## config.mk

```make
export PLATFORM = sky130hd
export DESIGN_NAME = sb_dma_m1_flat
export DESIGN_NICKNAME = d
export VERILOG_FILES = /design/src/rtl/sb_dma_m1_if.sv /design/src/rtl/sb_dma_m1.sv /design/src/flat_wrapper.sv
export SDC_FILE = /design/constraint.sdc
export NUM_CORES = 1
export LEC_CHECK = 0
export ABC_AREA = 1
export BUFFER_PORTS_ARGS = -buffer_cell sky130_fd_sc_hd__buf_2
export CAP_MARGIN = 10
export CORE_MARGIN = 4
export CORE_UTILIZATION = 50
export CTS_CLUSTER_SIZE = 25
export DETAILED_ROUTE_END_ITERATION = 8
export PLACE_DENSITY_LB_ADDON = 0.3
export SLEW_MARGIN = 15
export SYNTH_ARGS = -nofsm -noshare
export SYNTH_HDL_FRONTEND = slang
export SYNTH_SLANG_ARGS = --single-unit
```

## constraint.sdc

```tcl
create_clock -name clk -period 2.7 [get_ports clk]
set_clock_uncertainty 0.2 [all_clocks]
set_input_delay 0.135 -clock clk [delete_from_list [all_inputs] [get_ports clk]]
set_output_delay 0.135 -clock clk [all_outputs]
set_load 0.03 [all_outputs]
```

## src/rtl/sb_dma_m1_if.sv

```systemverilog
// System-bus m1 port bundle shared by the DMA master and the bus fabric.
interface sb_dma_m1_if #(
  parameter int ADDR_W = 32,
  parameter int DATA_W = 32
);
  logic              m1_gnt;
  logic              m1_un_sign;
  logic [3:0]        m1_byte_mask;
  logic              m1_re;
  logic              m1_we;
  logic [ADDR_W-1:0] m1_addr;
  logic [DATA_W-1:0] m1_wdata;
  logic [DATA_W-1:0] m1_rdata;

  modport master (
    input  m1_gnt, m1_rdata,
    output m1_un_sign, m1_byte_mask, m1_re, m1_we, m1_addr, m1_wdata
  );

  modport slave (
    output m1_gnt, m1_rdata,
    input  m1_un_sign, m1_byte_mask, m1_re, m1_we, m1_addr, m1_wdata
  );
endinterface

```

## src/rtl/sb_dma_m1.sv

```systemverilog
// Single-channel word-copy DMA engine on system-bus port m1.
// Optional completion interrupt enabled by defining SB_DMA_IRQ_EN.
module sb_dma_m1 #(
  parameter int ADDR_W = 32,
  parameter int DATA_W = 32,
  parameter int LEN_W  = 16
) (
  input  logic              clk,
  input  logic              rst,
  input  logic              cfg_we,
  input  logic [1:0]        cfg_addr,
  input  logic [DATA_W-1:0] cfg_wdata,
  output logic [DATA_W-1:0] cfg_rdata,
  sb_dma_m1_if.master       m1,
  output logic              busy,
  output logic              irq
);

  typedef enum logic [2:0] {IDLE, RD_REQ, RD_WAIT, WR_REQ, FIN} state_t;

  state_t            state;
  logic [ADDR_W-1:0] src_reg, dst_reg, cur_src, cur_dst, addr_q;
  logic [LEN_W-1:0]  len_reg, remaining;
  logic [DATA_W-1:0] wdata_q;
  logic              re_q, we_q, busy_q, done_q, err_q;
  logic [ADDR_W:0]   src_inc, dst_inc;
  logic              wr_ctrl, start_req, clr_done;

  // Extra top bit catches the modulo-2^ADDR_W wrap.
  assign src_inc   = {1'b0, cur_src} + (ADDR_W+1)'(4);
  assign dst_inc   = {1'b0, cur_dst} + (ADDR_W+1)'(4);
  assign wr_ctrl   = cfg_we && (cfg_addr == 2'd3);
  assign start_req = wr_ctrl && cfg_wdata[0];
  assign clr_done  = wr_ctrl && cfg_wdata[2];

  assign m1.m1_un_sign   = 1'b1;
  assign m1.m1_byte_mask = (re_q || we_q) ? 4'b1111 : 4'b0000;
  assign m1.m1_re        = re_q;
  assign m1.m1_we        = we_q;
  assign m1.m1_addr      = addr_q;
  assign m1.m1_wdata     = wdata_q;
  assign busy            = busy_q;

`ifdef SB_DMA_IRQ_EN
  logic irq_en_q;

  always_ff @(posedge clk or negedge rst) begin
    if (!rst)         irq_en_q <= 1'b0;
    else if (wr_ctrl) irq_en_q <= cfg_wdata[4];
  end

  assign irq = done_q & irq_en_q;
`else
  assign irq = 1'b0;
`endif

  always_comb begin
    cfg_rdata = '0;
    case (cfg_addr)
      2'd0: cfg_rdata[ADDR_W-1:0] = src_reg;
      2'd1: cfg_rdata[ADDR_W-1:0] = dst_reg;
      2'd2: cfg_rdata[LEN_W-1:0]  = len_reg;
      default: begin
        cfg_rdata[3:0] = {err_q, done_q, busy_q, 1'b0};
`ifdef SB_DMA_IRQ_EN
        cfg_rdata[4] = irq_en_q;
`endif
      end
    endcase
  end

  always_ff @(posedge clk or negedge rst) begin
    if (!rst) begin
      state     <= IDLE;
      src_reg   <= '0;
      dst_reg   <= '0;
      len_reg   <= '0;
      cur_src   <= '0;
      cur_dst   <= '0;
      remaining <= '0;
      addr_q    <= '0;
      wdata_q   <= '0;
      re_q      <= 1'b0;
      we_q      <= 1'b0;
      busy_q    <= 1'b0;
      done_q    <= 1'b0;
      err_q     <= 1'b0;
    end else begin
      if (cfg_we && !busy_q) begin
        case (cfg_addr)
          2'd0:    src_reg <= {cfg_wdata[ADDR_W-1:2], 2'b00};
          2'd1:    dst_reg <= {cfg_wdata[ADDR_W-1:2], 2'b00};
          2'd2:    len_reg <= cfg_wdata[LEN_W-1:0];
          default: ;
        endcase
      end
      if (clr_done) done_q <= 1'b0;

      case (state)
        IDLE: begin
          if (start_req) begin
            err_q <= 1'b0;
            if (len_reg == '0) begin
              state <= FIN;
            end else begin
              cur_src   <= src_reg;
              cur_dst   <= dst_reg;
              remaining <= len_reg;
              addr_q    <= src_reg;
              re_q      <= 1'b1;
              busy_q    <= 1'b1;
              state     <= RD_REQ;
            end
          end
        end
        RD_REQ: begin
          if (m1.m1_gnt) begin
            re_q  <= 1'b0;
            state <= RD_WAIT;
          end
        end
        RD_WAIT: begin
          wdata_q <= m1.m1_rdata;
          cur_src <= src_inc[ADDR_W-1:0];
          if (src_inc[ADDR_W]) err_q <= 1'b1;
          addr_q  <= cur_dst;
          we_q    <= 1'b1;
          state   <= WR_REQ;
        end
        WR_REQ: begin
          if (m1.m1_gnt) begin
            we_q      <= 1'b0;
            cur_dst   <= dst_inc[ADDR_W-1:0];
            remaining <= remaining - LEN_W'(1);
            if (dst_inc[ADDR_W]) err_q <= 1'b1;
            if (remaining == LEN_W'(1)) begin
              busy_q <= 1'b0;
              state  <= FIN;
            end else begin
              addr_q <= cur_src;
              re_q   <= 1'b1;
              state  <= RD_REQ;
            end
          end
        end
        FIN: begin
          done_q <= 1'b1;
          state  <= IDLE;
        end
        default: state <= IDLE;
      endcase
    end
  end

endmodule
```

## src/flat_wrapper.sv

```systemverilog
// flat-port wrapper written by rule: the top's interface ports become plain ports
module sb_dma_m1_flat 
#(
  parameter int ADDR_W = 32,
  parameter int DATA_W = 32,
  parameter int LEN_W  = 16
)
  (clk, rst, cfg_we, cfg_addr, cfg_wdata, cfg_rdata, busy, irq, m1_m1_gnt, m1_m1_rdata, m1_m1_un_sign, m1_m1_byte_mask, m1_m1_re, m1_m1_we, m1_m1_addr, m1_m1_wdata);
  sb_dma_m1_if #(.ADDR_W(ADDR_W), .DATA_W(DATA_W)) m1_i ();
  input  logic clk;
  input  logic rst;
  input  logic cfg_we;
  input  logic [1:0] cfg_addr;
  input  logic [DATA_W-1:0] cfg_wdata;
  output logic [DATA_W-1:0] cfg_rdata;
  output logic busy;
  output logic irq;
  input wire logic [$bits(m1_i.m1_gnt)-1:0] m1_m1_gnt;
  input wire logic [$bits(m1_i.m1_rdata)-1:0] m1_m1_rdata;
  output wire logic [$bits(m1_i.m1_un_sign)-1:0] m1_m1_un_sign;
  output wire logic [$bits(m1_i.m1_byte_mask)-1:0] m1_m1_byte_mask;
  output wire logic [$bits(m1_i.m1_re)-1:0] m1_m1_re;
  output wire logic [$bits(m1_i.m1_we)-1:0] m1_m1_we;
  output wire logic [$bits(m1_i.m1_addr)-1:0] m1_m1_addr;
  output wire logic [$bits(m1_i.m1_wdata)-1:0] m1_m1_wdata;
  assign m1_i.m1_gnt = m1_m1_gnt;
  assign m1_i.m1_rdata = m1_m1_rdata;
  assign m1_m1_un_sign = m1_i.m1_un_sign;
  assign m1_m1_byte_mask = m1_i.m1_byte_mask;
  assign m1_m1_re = m1_i.m1_re;
  assign m1_m1_we = m1_i.m1_we;
  assign m1_m1_addr = m1_i.m1_addr;
  assign m1_m1_wdata = m1_i.m1_wdata;
  sb_dma_m1 #(.ADDR_W(ADDR_W), .DATA_W(DATA_W), .LEN_W(LEN_W)) u_core (.clk(clk), .rst(rst), .cfg_we(cfg_we), .cfg_addr(cfg_addr), .cfg_wdata(cfg_wdata), .cfg_rdata(cfg_rdata), .m1(m1_i), .busy(busy), .irq(irq));
endmodule
```

==> results of run 1 <==
## stage by stage
step	setup WS (ns)	total power, mW	utilization (%)	hold slack, ns
final	0.146	17.4	62.1	0.0253
after global routing	0.0409	18.5	62.1	0.0796
after CTS	0.238	17.3	62.1	0.0387
after detailed placement	0.262	13.6	55.8	0.00204
after global placement	0.347	13.4	55.8	0.00706
after floorplan	0.899	11.2	-	-0.361
## cells by family (layout without fill, tap and decap cells)
family,count (synthesis),count (layout),synth area share (%)
and+or+nand+nor,1057,1057,34.0
AOI/OAI and AO/OA,276,276,11.9
buffers and inverters,261,493,8.99
DFF,223,223,44.5
adders and majority gates,4,4,0.399
xor gates and xnor gates,3,3,0.210
other,2,2,0.0599
## final cells by class
class / instances / area (um^2) / share of cell area, %
Sequential cell: 223 / 5580 / 36.7
Multi-Input combinational cell: 1342 / 5840 / 38.4
Clock buffer: 31 / 688 / 4.53
Timing Repair Buffer: 268 / 1840 / 12.1
Clock inverter: 13 / 171 / 1.13
Tap cell: 324 / 405 / 2.67
Inverter: 181 / 679 / 4.47
## synth_stat cells, drive strengths merged
cell / instances
a21boi: 1
a21oi: 37
a31oi: 1
buf: 55
clkbuf: 25
clkinv: 2
conb: 2
dfrtp: 223
ha: 4
inv: 179
nand2: 730
nand3: 114
nand3b: 17
nand4: 9
nor2: 184
nor3: 1
o211ai: 4
o21ai: 202
o21bai: 1
o221ai: 10
o22ai: 18
o31ai: 1
o32ai: 1
or2: 2
xor2: 3
## per-layer routing
| layer | wire (um) | track usage, % | vias up |
|---|---|---|---|
| li1 | - | - | 6199 |
| met4 | 1180 | 7.36 | 0 |
| met2 | 18300 | 45.3 | 745 |
| met5 | 0 | 0 | - |
| met1 | 17400 | 41.9 | 6057 |
| met3 | 4140 | 4.86 | 97 |
## worst register-to-register path, cell delays in order (launching register included)
cell and delay (ns):
dfrtp_1 0.42, inv_2 0.12, nand2_4 0.10, nor2_4 0.14, buf_12 0.36, nand3_2 0.38, nand3_4 0.34, buf_12 0.24
nand2_1 0.11, o21ai_1 0.08
## report_power, final
group / internal, mW / switching, mW / total, mW / leakage (nW)
Clock: 2.11 / 1.46 / 3.57 / 0.420
Combinational: 2.38 / 5.43 / 7.81 / 4.16
Sequential: 4.68 / 1.34 / 6.02 / 2.87
Total: 9.17 / 8.24 / 17.4 / 7.45
## how the worst max path moves through the flow
stage | startpoint | endpoint | depth (start not counted)
final | u_core.state[2]$_DFFE_PN0P_ | u_core.m1.m1_addr[21]$_DFFE_PN0P_ | 9
after global routing | u_core.state[2]$_DFFE_PN0P_ | u_core.m1.m1_addr[13]$_DFFE_PN0P_ | 9
after CTS | u_core.state[2]$_DFFE_PN0P_ | u_core.m1.m1_addr[21]$_DFFE_PN0P_ | 9
after global placement | u_core.state[2]$_DFFE_PN0P_ | u_core.m1.m1_addr[2]$_DFFE_PN0P_ | 9
after floorplan | cfg_addr[1] | cfg_rdata[25] | 4
after detailed placement | u_core.state[2]$_DFFE_PN0P_ | u_core.m1.m1_addr[30]$_DFFE_PN0P_ | 9
## timing repair
action,4_1_cts,5_1_grt
endpoints found under the setup margin,0,0
hold buffers,69,0
endpoints found under the hold margin,339,0
setup buffers,0,0
==> summary.md, run 1 <==
| Metric | Value |
|---|---|
| Unrepaired setup endpoints after global routing | `false` |
| Antenna violations before repair | `1` |
| CTS Buffer Depth | `3` |
| Post-synthesis sequential area ratio | `between 40% and 50%` |
| R2R depth | `9` |
| Initial DRC Count | `1356` |
| First drt pass iteration count | `6` |
| CP max stage delay | `roughly 0.42 ns` |
| Placed Instances | `2269` |
| Final setup fails | `0` |
| Post-route ant nets | `0` |
| Largest net degree at the start of global routing | `around 100` |
| Boundary pin count | `175` |
| Cell type group with the largest total delay on the critical path | `simple AND/OR/NAND/NOR gates` |
| Synth area leaders | `dfrtp_1 45%, nand2_1 22%, o21ai_0 6.5%` |
| Slowest-stage cell, CP | `dfrtp_1` |
| Number of global-route vias before repair | `12335` |
| Antenna Cells | `0` |
| Max reg flops | `32` |
| Setup TNS | `0 ns` |
| CP max FO | `100` |
| Total number of vias | `around 13000` |
| Worst Hold Class | `input pin to asynchronous set/reset pin` |
| Count of state elements after synthesis | `223` |
| Placement Rows | `57` |
| Final wirelength | `41000 um` |
| Area Growth Syn to Fin | `21.2%` |
| Slew Viols, Final | `0` |
| GR Overflow Total | `0` |
| Most common cell after layout, fill and taps aside | `nand2_1` |
| H-tree depth | `1` |
| Commonest non-fill, non-tap cells in the layout | `725 x nand2_1, 223 x dfrtp_1, 182 x nor2_1, 171 x buf_2, 170 x inv_1` |
| Max-cap violations | `0` |
| Share of cells above drive strength 1 | `between 10% and 20%` |
| Routability cong. | `0.962` |
| Fmax | `391 MHz` |
| Core area | `around 24000 um^2` |
| Most common cell type on the critical path | `buf_12` |
| Worst-margin pin slew | `0.910 ns` |
| CP endpoint kind | `flip-flop` |
| Root buffer cell | `clkbuf_16` |
| Syn_nets | `1900` |
| Chip Width | `roughly 170 um` |
| WP data required | `2.96 ns` |
| Reg2reg start | `u_core.state[2]$_DFFE_PN0P_` |
| Yosys warnings | `0` |
| CP Cell Sequence | `inv_2 > nand2_4 > nor2_4 > buf_12 > nand3_2 > nand3_4 > buf_12 > nand2_1 > o21ai_1` |
| R2r setup slk | `0.15 ns` |
| Final hold vios | `0` |
| Tmin final | `2.55 ns` |
| Slew HR | `39.2%` |
| Detailed-route DRC error count | `0` |
| Final instance area | `15200 um^2` |
| Port Buf Inserts | `172` |
| Post-CTS sizing | `0` |
| Reg clk slew, reported paths | `approximately 0.060 ns` |
| Vias per Instance | `5.50` |
| Fill count | `2150` |
| Synth area leader | `dfrtp_1` |
| Peak supply drop | `0.807 mV` |
| Status | `complete, no violations` |
| Post-Syn Area per Cell | `6.87 um^2` |
| Post-DP HPWL | `28900 um` |
| Synth top area share | `between 40 and 50%` |
| Later-pin clock latency in the skew report | `0.54 ns` |
| Wirelength per Cell | `17.2 um` |
| Crit start category | `flip-flop` |
| CTS Buf Count | `25` |
| Pwr per Cell Area | `around 1100 nW/um^2` |
| Non-Filler Instances | `between 2000 and 2500` |
| Final #Nets | `2115` |
| Global-route wire length before repair | `66300 um` |
| Final critical-path share of the clock period | `94.6%` |
| Synth cell types | `38` |
| R2r endpoint | `u_core.m1.m1_addr[21]$_DFFE_PN0P_` |
| Die Y | `~170 um` |
| CTS tree | `yes` |
| Clock Sinks | `223` |
| Total GRT Usage | `28.8%` |
| Buffers and inverters on the worst path | `3` |
| Initial Util | `just over 50%` |
| Placed Area | `13600 um^2` |
| CP Class | `flip-flop to flip-flop` |
| Cells after Synth | `around 1800` |
| WP data arrival | `2.82 ns` |
| Die area | `27700 um^2` |
| Synth Cell Area | `12500 um^2` |
| LEAKAGE | `~7.5 nW` |
No activity file was read; power rests on OpenSTA's default activity.
==> inputs of run 2 (changes only) <==
--- a/config.mk
+++ b/config.mk
@@ -9,7 +9,7 @@
 export BUFFER_PORTS_ARGS = -buffer_cell sky130_fd_sc_hd__buf_2
 export CAP_MARGIN = 10
 export CORE_MARGIN = 4
-export CORE_UTILIZATION = 50
+export CORE_UTILIZATION = 59
 export CTS_CLUSTER_SIZE = 25
 export DETAILED_ROUTE_END_ITERATION = 8
 export PLACE_DENSITY_LB_ADDON = 0.3
==> summary.md, run 2 (synthesis gave the netlist of run 1 again) <==
| Metric | Value |
|---|---|
| CP Class | `input pin to primary output` |
| Status | `finished, violations left` |
| Register area | `5580 um^2 (unchanged)` |
| Tmin final | `2.55 ns (-0.00267 ns)` |
| Crit start category | `input pin` |
| CP max stage delay | `0.54 ns (+0.12 ns)` |
| Reg2reg start | `u_core.state[2]$_DFFE_PN0P_` |
| Number of global-route vias before repair | `12771 (+3.5%)` |
| Final #Nets | `2114 (-0.047%)` |
| WP data arrival | `2.22 ns (-0.60 ns)` |
| Vias per Instance | `5.77 (+4.8%)` |
| Slew Viols, Final | `0 (unchanged)` |
| Most common cell after layout, fill and taps aside | `nand2_1` |
| Gate power share | `44.9% (about the same)` |
| Failing checks | `hold timing` |
| Chip Width | `154 um (-7.6%)` |
| Largest net degree at the start of global routing | `81 (-20%)` |
| Global-route wire length before repair | `67800 um (+2.2%)` |
| Fill count | `1625 (-24%)` |
| Placement Rows | `53 (-7.0%)` |
| Levels on crit path | `7 (-2)` |
| Total GRT Usage | `35.2% (+6.4 points)` |
| Area Growth Syn to Fin | `20.9%` |
| Boundary pin count | `175 (unchanged)` |
| Buffers and inverters on the worst path | `5 (+2)` |
| CP endpoint kind | `primary output` |
| Commonest non-fill, non-tap cells in the layout | `725 x nand2_1, 223 x dfrtp_1, 181 x nor2_1, 171 x buf_2, 170 x inv_1` |
| R2r setup slk | `0.38 ns (+0.23 ns)` |
| Initial DRC Count | `1398 (+3.1%)` |
| Later-pin clock latency in the skew report | `0.53 ns (about the same)` |
| LEAKAGE | `7.46 nW (about the same)` |
| Routability cong. | `1.01 (+4.6%)` |
| Slew HR | `38.1% (-1.1 points)` |
| Fmax | `392 MHz (+0.10%)` |
| Post-CTS setup buffers | `0 (unchanged)` |
| Antenna violations before repair | `1 (unchanged)` |
| Worst Hold Class | `input pin to asynchronous set/reset pin` |
| Cell type group with the largest total delay on the critical path | `buffers and inverters` |
| Die Y | `154 um (-7.6%)` |
| CP max FO | `17 (-83%)` |
| Reg clk slew, reported paths | `0.06 ns (about the same)` |
| H-tree depth | `1 (unchanged)` |
| R2r endpoint | `u_core.cur_src[9]$_DFFE_PN0P_` |
| Total power | `17.5 mW (+0.54%)` |
| Slowest-stage cell, CP | `dlygate4sd3_1` |
| Total number of vias | `13444 (+2.6%)` |
| Worst-margin pin slew | `0.927 ns (+0.0172 ns)` |
| Max-cap violations | `0 (unchanged)` |
| Hold slack | `-0.0103 ns (-0.0356 ns)` |
| CP Cell Sequence | `dlygate4sd3_1 > buf_2 > nor2_1 > inv_2 > buf_4 > o21ai_0 > buf_2` |
| Final wirelength | `42300 um (+3.2%)` |
| Root buffer cell | `clkbuf_16` |
| Die area | `23600 um^2 (-15%)` |
| GR Overflow Total | `0 (unchanged)` |
| Core area | `21000 um^2 (-14%)` |
| WP data required | `2.37 ns (-0.59 ns)` |
| Sw frac | `47.2% (-0.13 points)` |
| Setup crit end | `cfg_rdata[31]` |
| CTS Buffer Depth | `3 (unchanged)` |
| Sequential power share | `34.6% (about the same)` |
| Post-DP HPWL | `28600 um (-1.0%)` |
| Setup TNS | `0 ns (unchanged)` |
| Final setup fails | `0 (unchanged)` |
| R2R depth | `10 (+1)` |
| Pwr per Cell Area | `1150 nW/um^2 (+0.84%)` |
| Share of cells above drive strength 1 | `13.1% (+0.061 points)` |
| Most common cell type on the critical path | `buf_2` |
| Post-route ant nets | `0 (unchanged)` |
| Clock Sinks | `223 (unchanged)` |
| CTS tree | `yes` |
| Pint | `9.24 mW (+0.78%)` |
| First drt pass iteration count | `7 (+1)` |
| Crit. Startpoint | `cfg_addr[1]` |
| Placed Area | `13600 um^2 (-0.36%)` |
| Psw | `8.26 mW (+0.27%)` |
| Final instance area | `15200 um^2 (-0.30%)` |
| Detailed-route DRC error count | `0 (unchanged)` |
| Port Buf Inserts | `172 (unchanged)` |
| CTS Buf Count | `24 (-4.0%)` |
| Final hold vios | `7 (+7)` |
| Final critical-path share of the clock period | `94.5% (-0.099 points)` |
| Max reg flops | `32 (unchanged)` |
| Clk network pwr share | `20.5% (about the same)` |
| Peak supply drop | `0.934 mV (+16%)` |
| Wirelength per Cell | `18.1 um (+5.4%)` |
| Initial Util | `59.8% (+8.6 points)` |
| Multi-input gate area | `5840 um^2 (about the same)` |
| Unrepaired setup endpoints after global routing | `false` |
## run 2: through the flow
stage | utilization (%) | instances | worst slack [ns]
floorplan | - | 1826 | 0.899
global placement | 64.9 | 2220 | 0.532
detailed placement | 64.9 | 2220 | 0.531
CTS | 72.3 | 2331 | 0.0300
global route | 72.3 | 2331 | 0.0730
finish | 72.3 | 2332 | 0.148
## run 2: timing repair
action	in CTS	in global routing
hold buffers	69	0
endpoints found under the hold margin	338	0
gates resized for setup	0	2
endpoints found under the setup margin	0	17
## run 2: power groups by stage
stage	logic [mW]	registers, mW	clock network (mW)
floorplan	4.90	6.32	0
global placement	7.34	5.96	0
detailed placement	7.54	5.98	0
CTS	7.70	5.95	3.61
global route	8.66	6.17	3.75
finish	7.86	6.05	3.59
## run 2: routing by layer
| layer | global-route usage, % | wire length [um] | vias up |
|---|---|---|---|
| met5 | 0 | 0 | - |
| met4 | 14.8 | 1990 | 0 |
| met3 | 6.81 | 4230 | 157 |
| met2 | 56.4 | 19500 | 781 |
| met1 | 47.1 | 16500 | 6306 |
| li1 | - | - | 6200 |
## run 2: cell type report
cell class	instances	area share, %
well taps	275	2.27
diodes	1	0.0165
multi-input cells	1342	38.5
flip-flops and latches	223	36.8
repair buffers	268	12.2
inverters	181	4.48
clock inverters	12	1.15
clock buffers	30	4.52
## run 2: worst min path at each step
stage	to	depth (start not counted)
floorplan	u_core.busy$_DFFE_PN0P_	0
global placement	u_core.src_reg[28]$_DFFE_PN0P_	1
global route	u_core.dst_reg[23]$_DFFE_PN0P_	2
CTS	u_core.dst_reg[23]$_DFFE_PN0P_	2
finish	u_core.src_reg[22]$_DFFE_PN0P_	2
detailed placement	u_core.src_reg[28]$_DFFE_PN0P_	1
==> inputs of run 3 (changes only) <==
--- a/config.mk
+++ b/config.mk
@@ -12,6 +12,7 @@
 export CORE_UTILIZATION = 59
 export CTS_CLUSTER_SIZE = 25
 export DETAILED_ROUTE_END_ITERATION = 8
+export GPL_TIMING_DRIVEN = 0
 export PLACE_DENSITY_LB_ADDON = 0.3
 export SLEW_MARGIN = 15
 export SYNTH_ARGS = -nofsm -noshare
==> summary.md, run 3 (synthesis gave the netlist of run 1 again) <==
| Metric | Value |
|---|---|
| Worst Hold Class | `input pin to flip-flop` |
| Vias per Instance | `5.90 (+2.4%)` |
| Die Y | `154 um (unchanged)` |
| Worst-margin pin slew | `0.707 ns (-0.220 ns)` |
| Number of global-route vias before repair | `13795 (+8.0%)` |
| Post-route ant nets | `0 (unchanged)` |
| Status | `complete, no violations` |
| Pwr per Cell Area | `1190 nW/um^2 (+3.0%)` |
| CP endpoint kind | `flip-flop` |
| Port Buf Inserts | `172 (unchanged)` |
| Later-pin clock latency in the skew report | `0.54 ns (about the same)` |
| GR Overflow Total | `0 (unchanged)` |
| Most common cell type on the critical path | `nand2_1` |
| Core area | `21000 um^2 (unchanged)` |
| Total GRT Usage | `39.4% (+4.2 points)` |
| H-tree depth | `1 (unchanged)` |
| Global-route wire length before repair | `73900 um (+9.1%)` |
| Placed Instances | `2275 (+2.5%)` |
| CP max FO | `7 (-10)` |
| Final core utilization | `73.8% (+1.5 points)` |
| WP data required | `2.92 ns (+0.55 ns)` |
| Crit start category | `flip-flop` |
| Initial Util | `59.8% (unchanged)` |
| Post-CTS setup buffers | `0 (unchanged)` |
| Area Growth Syn to Fin | `23.3%` |
| Clock Sinks | `223 (unchanged)` |
| Wirelength per Cell | `19.9 um (+9.7%)` |
| Final instance area | `15500 um^2 (+2.0%)` |
| Share of cells above drive strength 1 | `14.2% (+1.1 points)` |
| Unrepaired setup endpoints after global routing | `false` |
| First drt pass iteration count | `6 (-1)` |
| Final wirelength | `47600 um (+13%)` |
| Most common cell after layout, fill and taps aside | `nand2_1` |
| Final critical-path share of the clock period | `92.3% (-2.2 points)` |
| Chip Width | `154 um (unchanged)` |
| Max reg flops | `32 (unchanged)` |
| Initial DRC Count | `1579 (+13%)` |
| Antenna violations before repair | `2 (+1)` |
| LEAKAGE | `7.64 nW (+2.4%)` |
| CTS Buffer Depth | `3 (unchanged)` |
| Post-DP HPWL | `33300 um (+16%)` |
| Register area | `5580 um^2 (unchanged)` |
| Total number of vias | `14122 (+5.0%)` |
| Peak supply drop | `0.806 mV (-14%)` |
| CTS Buf Count | `25 (+4.2%)` |
| Final hold vios | `0 (-7)` |
| Slew HR | `52.9% (+15 points)` |
| Die area | `23600 um^2 (unchanged)` |
| Tmin final | `2.49 ns (-0.0585 ns)` |
| Commonest non-fill, non-tap cells in the layout | `726 x nand2_1, 223 x dfrtp_1, 205 x buf_2, 182 x nor2_1, 170 x inv_1` |
| WP data arrival | `2.72 ns (+0.50 ns)` |
| CP max stage delay | `0.49 ns (-0.05 ns)` |
| Fill count | `1640 (+0.92%)` |
| Multi-input gate area | `5830 um^2 (-0.17%)` |
| Routability cong. | `1.03 (+2.5%)` |
| CP Class | `flip-flop to flip-flop` |
| Boundary pin count | `175 (unchanged)` |
| Non-Filler Instances | `2393 (+2.6%)` |
| Reg clk slew, reported paths | `0.07 ns (about the same)` |
| Placed Area | `13800 um^2 (+1.5%)` |
| Antenna Cells | `0 (-1)` |
| Final setup fails | `0 (unchanged)` |
| CP Cell Sequence | `ha_1 > nand2_1 > nor2_1 > nand2_1 > nor2_1 > nand2_1 > nand2_1 > nand3_1 > nand2_1 > nand2_1` |
| Largest net degree at the start of global routing | `102 (+26%)` |
| Final #Nets | `2174 (+2.8%)` |
| Setup TNS | `0 ns (unchanged)` |
| CTS tree | `yes` |
| Slew Viols, Final | `0 (unchanged)` |
| Fmax | `401 MHz (+2.3%)` |
| Placement Rows | `53 (unchanged)` |
| Detailed-route DRC error count | `0 (unchanged)` |
| Max-cap violations | `0 (unchanged)` |
| Hold_buf cts | `73 (+5.8%)` |
| Root buffer cell | `clkbuf_16` |
| Post-CTS sizing | `0 (unchanged)` |
| Slowest-stage cell, CP | `dfrtp_1` |
==> run 3: cell count changes in the layout (fill, tap and decap cells not counted), moves of 2 or more <==
cell           before  now
clkbuf_1            1   25
clkbuf_8            4    6
buf_12              7    1
buf_4              20   15
buf_2             171  205
clkbuf_2            0    2
clkinv_2            3    1
clkinvlp_4          4    6
buf_6               0    4
dlygate4sd3_1      69   72
buf_16              0    3
==> run 3: metal layers <==
metal,track usage (%),up-vias,wire (um)
li1,-,6319,-
met1,51.4,6565,18300
met2,62.9,1013,21000
met3,7.97,221,5440
met4,19.9,4,2890
met5,0,-,48
==> run 3: critical path: cells and delay by family (launching register included) <==
kind / cells / cell delay (ns)
adder cells (fa/ha/maj): 1 / 0.34
AND/OR/NAND/NOR: 9 / 1.34
flip-flops: 1 / 0.49
==> run 3: worst paths after layout <==
path	slack (ns)	endpoint	depth (start not counted)	startpoint
min	0.12	u_core.m1.m1_wdata[15]$_DFFE_PN0N_	4	m1_m1_rdata[15]
min reg2reg	0.28	u_core.m1.m1_wdata[3]$_DFFE_PN0N_	2	u_core.m1.m1_wdata[3]$_DFFE_PN0N_
max	0.21	u_core.cur_src[28]$_DFFE_PN0P_	10	u_core.cur_src[2]$_DFFE_PN0P_
max in group asynchronous	0.97	u_core.m1.m1_wdata[5]$_DFFE_PN0N_	5	rst
max reg2reg	0.21	u_core.cur_src[28]$_DFFE_PN0P_	10	u_core.cur_src[2]$_DFFE_PN0P_
min in group asynchronous	0.50	u_core.cur_dst[27]$_DFFE_PN0P_	4	rst
==> run 3: cell type report <==
| cell class | count | share of cell area [%] |
|---|---|---|
| Timing Repair Buffer | 247 | 10.8 |
| Tap cell | 275 | 2.23 |
| Clock inverter | 12 | 1.23 |
| Inverter | 181 | 4.39 |
| Multi-Input combinational cell | 1342 | 37.7 |
| Sequential cell | 223 | 36.1 |
| Buffer | 80 | 2.90 |
| Clock buffer | 33 | 4.63 |
==> run 3: where the power goes <==
| part | internal, mW | switching [mW] | total, mW |
|---|---|---|---|
| sequential | 4.68 | 1.41 | 6.08 |
| combinational | 2.59 | 5.96 | 8.55 |
| clock | 2.26 | 1.50 | 3.76 |
==> run 3: metrics by stage <==
step | setup slack, ns | hold slack [ns] | total power, mW
after global routing | 0.0510 | 0.143 | 19.3
after global placement | -2.61 | 0.128 | 13.9
after floorplan | 0.899 | -0.361 | 11.2
final | 0.207 | 0.121 | 18.4
after CTS | 0.297 | 0.111 | 18.0
after detailed placement | 0.322 | -0.105 | 14.1
